--- config.mk ---
export PLATFORM = sky130hd
export DESIGN_NAME = noobs_mem_arbiter_flat
export DESIGN_NICKNAME = d
export VERILOG_FILES = /design/src/rtl/noobs_mem_arbiter_if.sv /design/src/rtl/noobs_mem_arbiter.sv /design/src/flat_wrapper.sv
export SDC_FILE = /design/constraint.sdc
export NUM_CORES = 1
export LEC_CHECK = 0
export BUFFER_PORTS_ARGS = -buffer_cell sky130_fd_sc_hd__buf_2
export CAP_MARGIN = 15
export CORE_ASPECT_RATIO = 1.2
export CORE_UTILIZATION = 44
export DETAILED_ROUTE_END_ITERATION = 10
export PLACE_DENSITY = 0.84
export REMOVE_ABC_BUFFERS = 1
export SETUP_SLACK_MARGIN = 0.15
export SYNTH_ARGS = -nofsm -noshare
export SYNTH_HDL_FRONTEND = slang
export SYNTH_SLANG_ARGS = --single-unit
--- constraint.sdc ---
create_clock -name clk -period 1.7 [get_ports clk]
set_input_delay 0.34 -clock clk [delete_from_list [all_inputs] [get_ports clk]]
set_output_delay 0.34 -clock clk [all_outputs]
set_load 0.005 [all_outputs]
--- src/rtl/noobs_mem_arbiter_if.sv ---
// noobs_mem_arbiter_if: requester-side request/response bus plus the single-port memory command bus
interface noobs_mem_arbiter_if #(
  parameter int NUM_PORTS = 2,
  parameter int ADDR_W    = 12,
  parameter int DATA_W    = 8
);
  logic [NUM_PORTS-1:0]        req_vld;
  logic [NUM_PORTS-1:0]        req_wr;
  logic [NUM_PORTS*ADDR_W-1:0] req_addr;
  logic [NUM_PORTS*DATA_W-1:0] req_wdata;
  logic [NUM_PORTS-1:0]        req_rdy;
  logic [NUM_PORTS-1:0]        rsp_vld;
  logic [DATA_W-1:0]           rsp_rdata;
  logic                        m_en;
  logic                        m_rd;
  logic                        m_wr;
  logic [ADDR_W-1:0]           m_addr;
  logic [DATA_W-1:0]           m_wr_data;
  logic [DATA_W-1:0]           m_rd_data;
  modport slave (
    input  req_vld, req_wr, req_addr, req_wdata, m_rd_data,
    output req_rdy, rsp_vld, rsp_rdata, m_en, m_rd, m_wr, m_addr, m_wr_data
  );
  modport master (
    output req_vld, req_wr, req_addr, req_wdata, m_rd_data,
    input  req_rdy, rsp_vld, rsp_rdata, m_en, m_rd, m_wr, m_addr, m_wr_data
  );
endinterface

--- src/rtl/noobs_mem_arbiter.sv ---
// noobs_mem_arbiter: fixed-priority or round-robin arbiter sharing one pipelined synchronous memory
module noobs_mem_arbiter #(
  parameter int NUM_PORTS  = 2,
  parameter int ADDR_W     = 12,
  parameter int DATA_W     = 8,
  parameter int RD_LATENCY = 1,
  parameter int ARB_MODE   = 0
) (
  input  logic                clk,
  input  logic                reset_,
  noobs_mem_arbiter_if.slave  bus
);
  localparam int PW = $clog2(NUM_PORTS);
  logic [PW-1:0]         rr_ptr_q, rr_ptr_d, start, g_hi, g_lo, gnt_idx;
  logic                  f_hi, f_lo, gnt;
  logic                  m_en_q, m_en_d, m_rd_q, m_rd_d, m_wr_q, m_wr_d;
  logic [ADDR_W-1:0]     m_addr_q, m_addr_d;
  logic [DATA_W-1:0]     m_wdata_q, m_wdata_d;
  logic [PW-1:0]         cmd_idx_q, cmd_idx_d;
  logic [RD_LATENCY-1:0] tag_vld_q, tag_vld_d;
  logic [PW-1:0]         tag_idx_q [RD_LATENCY];
  logic [PW-1:0]         tag_idx_d [RD_LATENCY];
  assign start = ARB_MODE == 1 ? rr_ptr_q : '0;
  always_comb begin
    f_hi = 1'b0;
    f_lo = 1'b0;
    g_hi = '0;
    g_lo = '0;
    for (int j = NUM_PORTS - 1; j >= 0; j--) begin
      if (bus.req_vld[j]) begin
        f_lo = 1'b1;
        g_lo = PW'(j);
      end
      if (bus.req_vld[j] && PW'(j) >= start) begin
        f_hi = 1'b1;
        g_hi = PW'(j);
      end
    end
  end
  assign gnt_idx     = f_hi ? g_hi : g_lo;
  assign gnt         = f_lo & reset_;
  assign bus.req_rdy = gnt ? NUM_PORTS'(1) << gnt_idx : '0;
  always_comb begin
    m_en_d    = gnt;
    m_rd_d    = gnt & ~bus.req_wr[gnt_idx];
    m_wr_d    = gnt & bus.req_wr[gnt_idx];
    m_addr_d  = gnt ? bus.req_addr[gnt_idx*ADDR_W +: ADDR_W] : m_addr_q;
    m_wdata_d = gnt ? bus.req_wdata[gnt_idx*DATA_W +: DATA_W] : m_wdata_q;
    cmd_idx_d = gnt ? gnt_idx : cmd_idx_q;
    rr_ptr_d  = (ARB_MODE == 1 && gnt) ? (gnt_idx == PW'(NUM_PORTS - 1) ? '0 : gnt_idx + PW'(1)) : rr_ptr_q;
  end
  // tags are fed from the command register, so the final stage lines up with the memory's read data
  always_comb begin
    tag_vld_d[0] = m_rd_q;
    tag_idx_d[0] = cmd_idx_q;
    for (int i = 1; i < RD_LATENCY; i++) begin
      tag_vld_d[i] = tag_vld_q[i-1];
      tag_idx_d[i] = tag_idx_q[i-1];
    end
  end
  always_ff @(posedge clk or negedge reset_) begin
    if (!reset_) begin
      m_en_q    <= 1'b0;
      m_rd_q    <= 1'b0;
      m_wr_q    <= 1'b0;
      m_addr_q  <= '0;
      m_wdata_q <= '0;
      cmd_idx_q <= '0;
      rr_ptr_q  <= '0;
      tag_vld_q <= '0;
      tag_idx_q <= '{default: '0};
    end else begin
      m_en_q    <= m_en_d;
      m_rd_q    <= m_rd_d;
      m_wr_q    <= m_wr_d;
      m_addr_q  <= m_addr_d;
      m_wdata_q <= m_wdata_d;
      cmd_idx_q <= cmd_idx_d;
      rr_ptr_q  <= rr_ptr_d;
      tag_vld_q <= tag_vld_d;
      tag_idx_q <= tag_idx_d;
    end
  end
  assign bus.m_en      = m_en_q;
  assign bus.m_rd      = m_rd_q;
  assign bus.m_wr      = m_wr_q;
  assign bus.m_addr    = m_addr_q;
  assign bus.m_wr_data = m_wdata_q;
  assign bus.rsp_vld   = tag_vld_q[RD_LATENCY-1] ? NUM_PORTS'(1) << tag_idx_q[RD_LATENCY-1] : '0;
  assign bus.rsp_rdata = bus.m_rd_data;
endmodule
--- src/flat_wrapper.sv ---
// flat-port wrapper written by rule: the top's interface ports become plain ports
module noobs_mem_arbiter_flat 
#(
  parameter int NUM_PORTS  = 2,
  parameter int ADDR_W     = 12,
  parameter int DATA_W     = 8,
  parameter int RD_LATENCY = 1,
  parameter int ARB_MODE   = 0
)
  (clk, reset_, bus_req_vld, bus_req_wr, bus_req_addr, bus_req_wdata, bus_m_rd_data, bus_req_rdy, bus_rsp_vld, bus_rsp_rdata, bus_m_en, bus_m_rd, bus_m_wr, bus_m_addr, bus_m_wr_data);
  noobs_mem_arbiter_if #(.NUM_PORTS(NUM_PORTS), .ADDR_W(ADDR_W), .DATA_W(DATA_W)) bus_i ();
  input  logic clk;
  input  logic reset_;
  input wire logic [$bits(bus_i.req_vld)-1:0] bus_req_vld;
  input wire logic [$bits(bus_i.req_wr)-1:0] bus_req_wr;
  input wire logic [$bits(bus_i.req_addr)-1:0] bus_req_addr;
  input wire logic [$bits(bus_i.req_wdata)-1:0] bus_req_wdata;
  input wire logic [$bits(bus_i.m_rd_data)-1:0] bus_m_rd_data;
  output wire logic [$bits(bus_i.req_rdy)-1:0] bus_req_rdy;
  output wire logic [$bits(bus_i.rsp_vld)-1:0] bus_rsp_vld;
  output wire logic [$bits(bus_i.rsp_rdata)-1:0] bus_rsp_rdata;
  output wire logic [$bits(bus_i.m_en)-1:0] bus_m_en;
  output wire logic [$bits(bus_i.m_rd)-1:0] bus_m_rd;
  output wire logic [$bits(bus_i.m_wr)-1:0] bus_m_wr;
  output wire logic [$bits(bus_i.m_addr)-1:0] bus_m_addr;
  output wire logic [$bits(bus_i.m_wr_data)-1:0] bus_m_wr_data;
  assign bus_i.req_vld = bus_req_vld;
  assign bus_i.req_wr = bus_req_wr;
  assign bus_i.req_addr = bus_req_addr;
  assign bus_i.req_wdata = bus_req_wdata;
  assign bus_i.m_rd_data = bus_m_rd_data;
  assign bus_req_rdy = bus_i.req_rdy;
  assign bus_rsp_vld = bus_i.rsp_vld;
  assign bus_rsp_rdata = bus_i.rsp_rdata;
  assign bus_m_en = bus_i.m_en;
  assign bus_m_rd = bus_i.m_rd;
  assign bus_m_wr = bus_i.m_wr;
  assign bus_m_addr = bus_i.m_addr;
  assign bus_m_wr_data = bus_i.m_wr_data;
  noobs_mem_arbiter #(.NUM_PORTS(NUM_PORTS), .ADDR_W(ADDR_W), .DATA_W(DATA_W), .RD_LATENCY(RD_LATENCY), .ARB_MODE(ARB_MODE)) u_core (.clk(clk), .reset_(reset_), .bus(bus_i));
endmodule
==> results.yml <==
floorplan:
  die_h_um: 62.4
  rows: 21
  pin_count: 89
  initial_core_util_pct: 47.2
  coreArea_sq_um: 2840
  die_w_um: 52.4
  fp.dieArea_sq_um: 3270
routing:
  drt_iter0_drc: 26
  dr.pass1.iters: 4
  wirelength_um: 3510
  wire_per_inst_um: 15.7
  ant_nets: 0
  routed-via-count: 1252
  vias_per_cell: 5.61
  drc: 0
timing:
  hold_viol: 0
  final_max_slew_viol_count: 0
  fin_skew_ns: 0.00672
  tns_ns: 0
  setup_viol: 0
  rsz0062_at_grt: "no"
  fin_crit_ns: 1.32
  max-slew-margin-rel_pct: 69.3
  max_freq_ghz: 0.757
  worst_slew_pin_slew_ns: 0.461
  fin_crit_sh_pct: 77.7
clock_network:
  clk_pin_slew_ns: 0.14
  cts_made_buffers: 3
  clock_latency_ns: 0.32
  cts_sinks: 26
  ctsRootBufferMaster: "clkbuf_4"
  cts_tree: "built"
  post_cts_buffers: 0
  clk_path_buf_depth: 2
  cts_max_level: 1
placement:
  postPlaceCellArea_sq_um: 1650
  gp_congestion: 0.773
  place_hpwl_um: 2570
  dp.cells: 218
  numPortBuffers: 72
critical_path:
  path_class: "register to output pin"
  cp-start-kind: "register"
  crit_buf_inv: 1
  cp_cell_sequence: "and2_1 -> buf_2"
  arrival_ns: 0.98
  path_delay_family: "flip-flops"
  crit_fanout: 2
  critPathSlowestCell: "dfrtp_1"
  crit_required_ns: 1.36
  endpoint_kind: "output pin"
  max_stage_delay_ns: 0.40
min_path:
  hold_class: "input pin to async pin"
power_and_ir_drop:
  p_leak_uw: 0.000800
  ir_drop_mv: 0.586
  powerDensity_nw_per_um2: 852
final_layout:
  final_cells: 223
  n_antenna_cell: 0
  final_util_pct: 59.7
  stdcell_area_sq_um: 1690
  fin_nets: 244
  area_growth_pct: 26.4
  layout-drive-gt1-share_pct: 54.5
logic_synthesis:
  synth_cells: 123
  syn_area_sq_um: 1340
  ys_warn_count: 0
  ys_seq_area_share_pct: 48.6
  ys_types: 19
  synth_area_per_cell_sq_um: 10.9
  ys_ff_latch: 26
grt:
  grt_overflow_total: 0
  grt_pass1_wl_um: 5620
  grt_antenna_before_repair: 0
  grt_pass1_vias: 1260
  grt_usage_pct: 23.1
  grt_max_degree: 45
run_status:
  status: "completed"
flow_run:
  maxCapViolations: 0
## state kept, by name (all words and copies together) (netlist names)
name	flops
u_core.tag_vld_q	1
u_core.tag_idx_q	1
u_core.cmd_idx_q	1
u_core.bus.m_rd	1
u_core.bus.m_wr_data	8
u_core.bus.m_wr	1
u_core.bus.m_addr	12
u_core.bus.m_en	1
## per-stage QoR
step	hold WS, ns	total power, uW	worst slack [ns]
after floorplan	0.0444	931	0.582
after global placement	0.340	1130	0.384
after detailed placement	0.343	1140	0.369
after CTS	0.125	1460	0.364
after global routing	0.147	1530	0.320
final	0.124	1440	0.379
## synthesized netlist by cell type
cell type	number	area [sq um]
and2_1	4	25.0
o22ai_2	9	113
nor2b_1	1	6.26
o21ai_1	1	5.00
buf_6	2	22.5
buf_2	3	15.0
inv_1	1	3.75
buf_12	1	20.0
inv_2	2	7.51
a21oi_2	9	78.8
buf_4	11	82.6
o22ai_1	32	200
dfrtp_1	26	651
nand2_4	1	11.3
nor2_1	4	15.0
or2_1	1	6.26
nand2_1	2	7.51
a21oi_1	10	50.1
nand2b_1	3	18.8
## cell families after synthesis
| kind of cell | synth area share, % |
|---|---|
| buf+inv | 11.3 |
| simple gates | 6.73 |
| flops | 48.6 |
| compound gates | 33.4 |
## area by class of cell
cell class,instances,area (sq um)
Fill cell,263,1140
Sequential cell,26,651
Multi-Input combinational cell,77,537
Timing Repair Buffer,79,415
Tap cell,34,42.5
Clock buffer,4,36.3
Inverter,3,11.3
## final timing paths
kind,cells after the start,from,slack (ns),endpoint
worst max register to register,2,u_core.bus.m_addr[5]$_DFFE_PN0P_,0.92,u_core.bus.m_addr[5]$_DFFE_PN0P_
max in group asynchronous,3,reset_,1.04,u_core.bus.m_wr_data[2]$_DFFE_PN0P_
worst max-delay path,2,u_core.tag_idx_q$_DFF_PN0_,0.38,bus_rsp_vld[1]
worst min register to register,0,u_core.cmd_idx_q$_DFFE_PN0P_,0.39,u_core.tag_idx_q$_DFF_PN0_
min in group clk,3,bus_req_wdata[6],0.27,u_core.bus.m_wr_data[6]$_DFFE_PN0P_
worst min-delay path,2,reset_,0.12,u_core.bus.m_wr_data[3]$_DFFE_PN0P_
## where the power goes
group	leakage [uW]	switching, uW	internal [uW]	total, uW
Combinational	0.000479	176	189	365
Sequential	0.000300	64.5	697	761
Clock	0.0000210	184	131	315
Total	0.000800	425	1020	1440
## metal layers
layer  track usage, %  share of wire, %
met1             27.4                39
met3             7.30               8.6
met2             37.5                51
met5                0                 0
met4             9.87               1.5
## layout by cell type, fill, tap and decap left out
| cell | n |
|---|---|
| o22ai_1 | 32 |
| inv_1 | 1 |
| nor2_1 | 4 |
| nand2_1 | 2 |
| dfrtp_1 | 26 |
| o21ai_1 | 1 |
| a21oi_1 | 10 |
| a21oi_2 | 9 |
| nand2_4 | 1 |
| or2_1 | 1 |
| and2_1 | 4 |
| nand2b_1 | 3 |
| nor2b_1 | 1 |
| buf_2 | 72 |
| dlygate4sd3_1 | 1 |
| o22ai_2 | 9 |
| clkbuf_8 | 1 |
| buf_4 | 6 |
| clkbuf_4 | 3 |
| inv_2 | 2 |
## repair_timing
item,4_1_cts,5_1_grt
hold buffers,1,0
endpoints found under the hold margin,4,0
gates resized for setup,0,0
(Power assumes the default switching activity.)
